--- src/rtl/vga_timing_pkg.sv ---
// VGA timing package: mode record, default 640x480 mode and mode arithmetic helpers.
package vga_timing_pkg;

  localparam int CW = 10;
  localparam int TW = CW + 2;
  localparam logic [TW-1:0] TOTAL_MAX = TW'(1 << CW);

  typedef enum logic {SLOT_IDLE, SLOT_PENDING} slot_state_t;

  typedef struct packed {
    logic [CW-1:0] h_active;
    logic [CW-1:0] h_fp;
    logic [CW-1:0] h_sync;
    logic [CW-1:0] h_bp;
    logic [CW-1:0] v_active;
    logic [CW-1:0] v_fp;
    logic [CW-1:0] v_sync;
    logic [CW-1:0] v_bp;
    logic          hpol;
    logic          vpol;
  } vga_mode_t;

  localparam vga_mode_t VGA_MODE_640x480 = '{
    h_active: CW'(640), h_fp: CW'(16), h_sync: CW'(96), h_bp: CW'(48),
    v_active: CW'(480), v_fp: CW'(10), v_sync: CW'(2),  v_bp: CW'(33),
    hpol: 1'b0, vpol: 1'b0
  };

  // Totals carry two extra bits so an oversized mode cannot alias to a small one.
  function automatic logic [TW-1:0] h_total(input vga_mode_t m);
    return {2'b00, m.h_active} + {2'b00, m.h_fp} + {2'b00, m.h_sync} + {2'b00, m.h_bp};
  endfunction

  function automatic logic [TW-1:0] v_total(input vga_mode_t m);
    return {2'b00, m.v_active} + {2'b00, m.v_fp} + {2'b00, m.v_sync} + {2'b00, m.v_bp};
  endfunction

  function automatic logic mode_valid(input vga_mode_t m);
    return (m.h_active != '0) && (m.h_sync != '0) &&
           (m.v_active != '0) && (m.v_sync != '0) &&
           (h_total(m) <= TOTAL_MAX) && (v_total(m) <= TOTAL_MAX);
  endfunction

  // Sync output level at a counter position: pol inside the pulse window, ~pol outside.
  function automatic logic sync_level(input logic [CW-1:0] pos,
                                      input logic [CW-1:0] active, fp, sync,
                                      input logic pol);
    logic [TW-1:0] first;
    logic [TW-1:0] stop;
    first = {2'b00, active} + {2'b00, fp};
    stop  = first + {2'b00, sync};
    return (({2'b00, pos} >= first) && ({2'b00, pos} < stop)) ? pol : ~pol;
  endfunction

endpackage

--- src/rtl/vga_mode_regs.sv ---
// Pending/active mode registers with config handshake and validation.
//   state        | meaning
//   SLOT_IDLE    | pending slot empty, cfg_ready high, offers are validated
//   SLOT_PENDING | valid mode held, waiting for the next frame wrap to apply it
module vga_mode_regs
  import vga_timing_pkg::*;
(
  input  logic      clk,
  input  logic      rst_n,
  input  logic      cfg_valid,
  input  vga_mode_t cfg_mode,
  input  logic      frame_wrap,
  output logic      cfg_ready,
  output vga_mode_t mode_cur,
  output vga_mode_t mode_nxt,
  output logic      cfg_applied,
  output logic      cfg_err
);

  slot_state_t state_q, state_d;
  vga_mode_t   pend_q;
  logic        take, accept, apply;

  // Next-state decode: capture offers when idle, release the slot at frame wrap.
  always_comb begin
    state_d = state_q;
    take    = 1'b0;
    accept  = 1'b0;
    apply   = 1'b0;
    case (state_q)
      SLOT_IDLE: begin
        if (cfg_valid) begin
          take   = 1'b1;
          accept = mode_valid(cfg_mode);
          if (accept) state_d = SLOT_PENDING;
        end
      end
      SLOT_PENDING: begin
        if (frame_wrap) begin
          apply   = 1'b1;
          state_d = SLOT_IDLE;
        end
      end
      default: state_d = SLOT_IDLE;
    endcase
  end

  assign cfg_ready = (state_q == SLOT_IDLE);
  // The counter decode looks at the mode that will be active after this edge.
  assign mode_nxt  = apply ? pend_q : mode_cur;

  // State, mode registers and single-cycle status pulses.
  always_ff @(posedge clk or negedge rst_n) begin
    if (!rst_n) begin
      state_q     <= SLOT_IDLE;
      pend_q      <= VGA_MODE_640x480;
      mode_cur    <= VGA_MODE_640x480;
      cfg_applied <= 1'b0;
      cfg_err     <= 1'b0;
    end else begin
      state_q     <= state_d;
      cfg_applied <= apply;
      cfg_err     <= take && !accept;
      if (accept) pend_q   <= cfg_mode;
      if (apply)  mode_cur <= pend_q;
    end
  end

endmodule

--- src/rtl/vga_timing_ctrl.sv ---
// VGA timing controller: pixel/line counters, sync and display-enable decode, markers.
module vga_timing_ctrl
  import vga_timing_pkg::*;
(
  input  logic          clk,
  input  logic          rst_n,
  input  logic          pix_en,
  input  logic          cfg_valid,
  output logic          cfg_ready,
  input  logic [CW-1:0] cfg_h_active,
  input  logic [CW-1:0] cfg_h_fp,
  input  logic [CW-1:0] cfg_h_sync,
  input  logic [CW-1:0] cfg_h_bp,
  input  logic [CW-1:0] cfg_v_active,
  input  logic [CW-1:0] cfg_v_fp,
  input  logic [CW-1:0] cfg_v_sync,
  input  logic [CW-1:0] cfg_v_bp,
  input  logic          cfg_hpol,
  input  logic          cfg_vpol,
  output logic [CW-1:0] x,
  output logic [CW-1:0] y,
  output logic          de,
  output logic          hsync,
  output logic          vsync,
  output logic          line_start,
  output logic          frame_start,
  output logic          cfg_applied,
  output logic          cfg_err
);

  vga_mode_t     cfg_mode, mode_cur, mode_nxt;
  logic          x_last, y_last, frame_wrap;
  logic [CW-1:0] x_n, y_n;
  logic          de_n, hs_n, vs_n;

  assign cfg_mode = '{
    h_active: cfg_h_active, h_fp: cfg_h_fp, h_sync: cfg_h_sync, h_bp: cfg_h_bp,
    v_active: cfg_v_active, v_fp: cfg_v_fp, v_sync: cfg_v_sync, v_bp: cfg_v_bp,
    hpol: cfg_hpol, vpol: cfg_vpol
  };

  vga_mode_regs u_mode_regs (
    .clk         (clk),
    .rst_n       (rst_n),
    .cfg_valid   (cfg_valid),
    .cfg_mode    (cfg_mode),
    .frame_wrap  (frame_wrap),
    .cfg_ready   (cfg_ready),
    .mode_cur    (mode_cur),
    .mode_nxt    (mode_nxt),
    .cfg_applied (cfg_applied),
    .cfg_err     (cfg_err)
  );

  assign x_last     = ({2'b00, x} == h_total(mode_cur) - TW'(1));
  assign y_last     = ({2'b00, y} == v_total(mode_cur) - TW'(1));
  assign frame_wrap = pix_en && x_last && y_last;

  // Next counter position and the decode of that position, so outputs stay aligned with x/y.
  always_comb begin
    x_n = x_last ? '0 : x + 1'b1;
    y_n = y;
    if (x_last) y_n = y_last ? '0 : y + 1'b1;
    de_n = (x_n < mode_nxt.h_active) && (y_n < mode_nxt.v_active);
    hs_n = sync_level(x_n, mode_nxt.h_active, mode_nxt.h_fp, mode_nxt.h_sync, mode_nxt.hpol);
    vs_n = sync_level(y_n, mode_nxt.v_active, mode_nxt.v_fp, mode_nxt.v_sync, mode_nxt.vpol);
  end

  // Counters, registered decode and line/frame markers advance only on pixel strobes.
  always_ff @(posedge clk or negedge rst_n) begin
    if (!rst_n) begin
      x           <= '0;
      y           <= '0;
      de          <= 1'b1;
      hsync       <= ~VGA_MODE_640x480.hpol;
      vsync       <= ~VGA_MODE_640x480.vpol;
      line_start  <= 1'b0;
      frame_start <= 1'b0;
    end else begin
      line_start  <= 1'b0;
      frame_start <= 1'b0;
      if (pix_en) begin
        x           <= x_n;
        y           <= y_n;
        de          <= de_n;
        hsync       <= hs_n;
        vsync       <= vs_n;
        line_start  <= x_last;
        frame_start <= x_last && y_last;
      end
    end
  end

endmodule

--- config.mk ---
export PLATFORM = sky130hd
export DESIGN_NAME = vga_timing_ctrl
export DESIGN_NICKNAME = d
export VERILOG_FILES = /design/src/rtl/vga_timing_pkg.sv /design/src/rtl/vga_mode_regs.sv /design/src/rtl/vga_timing_ctrl.sv
export SDC_FILE = /design/constraint.sdc
export NUM_CORES = 1
export LEC_CHECK = 0
export ABC_AREA = 1
export BUFFER_PORTS_ARGS = -buffer_cell sky130_fd_sc_hd__clkbuf_2
export CORE_ASPECT_RATIO = 0.75
export CORE_MARGIN = 1
export CORE_UTILIZATION = 33
export CTS_CLUSTER_SIZE = 40
export DETAILED_ROUTE_END_ITERATION = 8
export SLEW_MARGIN = 20
export SYNTH_ARGS = -nofsm -noshare
export SYNTH_HDL_FRONTEND = slang
export SYNTH_HIERARCHICAL = 1
export SYNTH_SLANG_ARGS = --single-unit
--- constraint.sdc ---
create_clock -name clk -period 15.8 [get_ports clk]
set_clock_uncertainty 0.2 [all_clocks]
set_input_delay 1.58 -clock clk [delete_from_list [all_inputs] [get_ports clk]]
set_output_delay 1.58 -clock clk [all_outputs]
set_load 0.1 [all_outputs]
### After elaboration in Yosys (flattened, before gate mapping)

Cells that the tools add are included.

* logic and storage cells: 98
* bits in registers: 192
* output and inout port bits: 28

* $add $sub $neg: 20
* reduce and logical (&&, ||, !) cells: 17
* equality and inequality tests: 2
* bitwise gates (word level): 3
* order comparisons: 8
* muxes and demuxes: 18

Operators with widths (count)
* $mux W82: 1
* $add A12 B10 Y12: 6
* $add A10 B10 Y11: 6
* $add A11 B10 Y12: 4
* $reduce_bool A10 Y1: 4
* $mux W10: 3
* $eq A10 B12 Y1: 2
* $le A12 B11 Y1 const B: 2
* $lt A10 B12 Y1: 2
* $sub A12 B1 Y12 const B: 2
* $ge A10 B11 Y1: 2
* $add A10 B1 Y10 const B: 2
* $lt A10 B10 Y1: 2
* $mux W1: 13
* $logic_and A1 B1 Y1: 12
* $not A1 Y1: 3
* $pmux W1 S2: 1
* $logic_not A1 Y1: 1

### Logic depth before layout (Yosys ltp)

* depth after elaboration: 15
* depth in mapped cells: 55

### By module

Netlist, hierarchy kept.

By module, submodules not included
* vga_mode_regs: cells an instance 1028, area an instance 8709.6 µm², times used 1
* vga_timing_ctrl: cells an instance 1066, area an instance 7364.6 µm², times used 1

### Least setup slack after synthesis

Ideal clock, no wire load.

* kind: reg2reg
* from: register u_mode_regs/mode_cur[13] (netlist name)
* to: register vsync
* buffers on the path: 2
* required time: 15.524 ns
* setup slack: 8.019 ns
* arrival: 7.505 ns
* clock period less this slack: 7.781 ns
* cell stages (with the launch flop): 52
* path through: dfstp_2 inv_1 ha_1 inv_1 fa_1 inv_1 fa_1 inv_1 ha_1 inv_1 fa_1 inv_1 nand2_1 nand2_1 nand2_1 nand2_1 nand2_1 nand2_1 [16 not listed] o21bai_1 a21oi_1 o21ai_0 xor2_1 inv_1 ha_1 inv_1 o311ai_0 xnor2_1 ha_1 nand2_1 or2_2 a21oi_1 nor2_1 nand2_1 nand2_1 nand3_1 nand2_1

RTL lines
* end signal: assignment: line vga_timing_ctrl.sv:76 `vsync <= ~VGA_MODE_640x480.vpol;`
* end signal: assignment: line vga_timing_ctrl.sv:87 `vsync <= vs_n;`
* end: declaration: line vga_timing_ctrl.sv:24 `output logic vsync,`

==> flow_metrics.env <==
export IMPL_dieArea_um2=49600
export IMPL_maxCapViolations=0
export IMPL_hpwl_mm=36.4
export IMPL_fp_coreArea_um2=47700
export IMPL_antenna_found_initial=0
export IMPL_portBuffers=113
export IMPL_fin_crit_ns=9.22
export IMPL_cts_sinks=192
export IMPL_die_x_um=257
export IMPL_gr_usage_met1_pct=27.9
export IMPL_slew_viol_final=0
export IMPL_synth_edf_count=0
export IMPL_p_comb_share_pct=38.5
export IMPL_syn_avg_cell_area_um2=7.68
export IMPL_tritoncts="built"
export IMPL_post_cts_buffers=0
export IMPL_yosysWarningCount=6
export IMPL_synthToLayoutAreaGrowth_pct=10.8
export IMPL_placed_cell_area_um2=17200
export IMPL_clockRootBuffer="clkbuf_16"
export IMPL_end_kind="flip-flop"
export IMPL_insertion_delay_ns=0.46
export IMPL_use_met2_pct=29.0
export IMPL_start_kind="flip-flop"
export IMPL_setup_viol=0
export IMPL_hold_class="reg2reg"
export IMPL_diodes=0
export IMPL_yosys_area_top_type="dfrtp_1"
export IMPL_power_density_nw_per_um2=107
export IMPL_tightest_slew_ns=0.912
export IMPL_grt_pass1_vias=13696
export IMPL_remaining_drc_errors=0
export IMPL_rsz0062_at_grt="no"
export IMPL_slowest_stage="buf_4"
export IMPL_initial_core_util_pct=33.7
export IMPL_design_power_total_w=0.00190
export IMPL_tns_ns=0
export IMPL_via_count=13821
export IMPL_finalNetCount=2510
export IMPL_cp_max_fo=66
export IMPL_busiest_layer="met2"
export IMPL_ys_top_cells_by_area="dfrtp_1 24%, nand2_1 17%, ha_1 13%"
export IMPL_hold_buffers=0
export IMPL_max_stage_delay_ns=0.58
export IMPL_die_height_um=193
export IMPL_synth_cell_types=55
export IMPL_critPathKind="reg2reg"
export IMPL_cp_required_ns=16.00
export IMPL_p_int_w=0.00107
export IMPL_slew_headroom_pct=39.2
export IMPL_stdcell_area_um2=17800
export IMPL_globalRouteTotalUtil_pct=19.0
export IMPL_syn_inst=2094
export IMPL_seq_area_frac_synth_pct=30.2
export IMPL_critPathArrivalTime_ns=9.42
export IMPL_seqPwrFrac_pct=38.0
export IMPL_ys_flop_type="dfrtp_1"
export IMPL_routabilityCongestion=0.951
export IMPL_cts_resized_gates=0
export IMPL_htreeDepth=4
export IMPL_wl_per_cell_um=16.0
export IMPL_p_leak_nw=9.45
export IMPL_grtUsageMet3_pct=3.57
export IMPL_switchingPower_w=0.000829
export IMPL_cts_made_buffers=17
export IMPL_grt_max_degree=121
export IMPL_fmax_mhz=108
export IMPL_syn_nets=2428
export IMPL_grt_ovfl_total=0
export IMPL_rows=69
export IMPL_ys_ff_latch=192
export IMPL_drive_gt1_share_pct=10.9
export IMPL_p_clk_share_pct=23.6
export IMPL_ys_top_cells_by_count="723 x nand2_1, 306 x inv_1, 166 x ha_1"
export IMPL_crit_top_cell="nand2_1"
export IMPL_yosysMostFrequentCell="nand2_1"
export IMPL_async_flop_share_pct=100
export IMPL_cts_clk_slew_worst_paths_ns=0.08
export IMPL_ant_nets=0
export IMPL_dr_pass1_iters=5
export IMPL_drt_initial_drc_count=1054
export IMPL_wirelength_mm=45.1
export IMPL_synth_top_cell_area_share_pct=24.4
export IMPL_synthesis_area_um2=16100
export IMPL_boundaryPins=114
export IMPL_swShare_pct=43.6
export IMPL_viasPerCell=4.89
export IMPL_period_share_pct=58.4
export IMPL_status="completed"
export IMPL_hold_viol=0
export IMPL_grt_pass1_wl_mm=74.5
export IMPL_clockBufferDepth=2
export IMPL_vdd_drop_max_uv=77.1
## area by class of cell
type                    count  area (um2)
clock buffers              18         429
inverters                 315        1180
fillers                  4973       29900
repair buffers            123         669
flip-flops and latches    192        4850
multi-input cells        1527        9710
well taps                 639         800
clock inverters            14         168
## metal layers
metal / wire length [um] / up-vias
met3: 2430 / 39
met5: 0 / -
met1: 22900 / 6574
li1: - / 6814
met2: 19300 / 394
met4: 560 / 0
## power groups by stage
stage,clock [W],combinational [W],sequential [W]
2_1_floorplan,0,0.000461,0.000794
3_3_place_gp,0,0.000710,0.000728
3_5_place_dp,0,0.000725,0.000730
4_1_cts,0.000460,0.000728,0.000722
5_1_grt,0.000477,0.000825,0.000735
6_report,0.000448,0.000731,0.000721
## cell families after synthesis
family	Yosys count	share of synthesized area [%]
fa+ha+maj	248	23.1
buf+inv	375	9.48
compound gates	151	5.31
simple gates	1071	28.8
flops	192	30.2
xor+xnor	57	3.11
## stage by stage
step / util, % / worst slack [ns] / cells / hold slack [ns]
after global placement: 36.0 / 6.69 / 2795 / 0.255
after floorplan: - / 8.02 / 2094 / 0.242
after global routing: 37.3 / 5.52 / 2828 / 0.287
final: 37.3 / 6.58 / 2828 / 0.267
after detailed placement: 36.0 / 6.66 / 2795 / 0.258
after CTS: 37.2 / 6.60 / 2827 / 0.270
## sequential cells by signal, indices dropped and copies added, names as in the netlist
register	count
x	10
frame_start	1
line_start	1
y	10
hsync	1
de	1
u_mode_regs/cfg_applied	1
u_mode_regs/state_q	1
u_mode_regs/mode_cur	82
vsync	1
u_mode_regs/cfg_err	1
u_mode_regs/pend_q	82
## worst paths after layout
path | startpoint | end | slack (ns) | cells after the start
setup / recovery | u_mode_regs/mode_cur[13]$_DFF_PN1_ | hsync$_DFFE_PN1P_ | 6.58 | 51
hold / removal | u_mode_regs/pend_q[46]$_DFFE_PN1P_ | u_mode_regs/pend_q[46]$_DFFE_PN1P_ | 0.27 | 2
setup reg to reg | u_mode_regs/mode_cur[13]$_DFF_PN1_ | hsync$_DFFE_PN1P_ | 6.58 | 51
hold reg to reg | u_mode_regs/pend_q[46]$_DFFE_PN1P_ | u_mode_regs/pend_q[46]$_DFFE_PN1P_ | 0.27 | 2
max in group asynchronous | rst_n | u_mode_regs/pend_q[76]$_DFFE_PN0P_ | 12.87 | 3
min in group asynchronous | rst_n | u_mode_regs/pend_q[12]$_DFFE_PN0P_ | 0.82 | 1
## critical path, delay by kind of cell, from the launching register on
kind	cells	cell delay (ns)
fa+ha+maj	7	2.40
xor+xnor	2	0.35
flops	1	0.54
simple gates	26	3.03
buf+inv	9	1.54
compound gates	7	1.04
## placed cells by master, fill, tap and decap left out, drive strengths merged, types with 47 or more instances in the layout
cell type / synthesis / layout
a21oi: 75 / 75
clkbuf: 24 / 131
dfrtp: 157 / 157
fa: 82 / 82
ha: 166 / 166
inv: 314 / 322
nand2: 737 / 737
nand3: 76 / 76
nand4: 103 / 103
nor2: 102 / 102
o21ai: 47 / 47
Power figures use the tool's default switching activity.
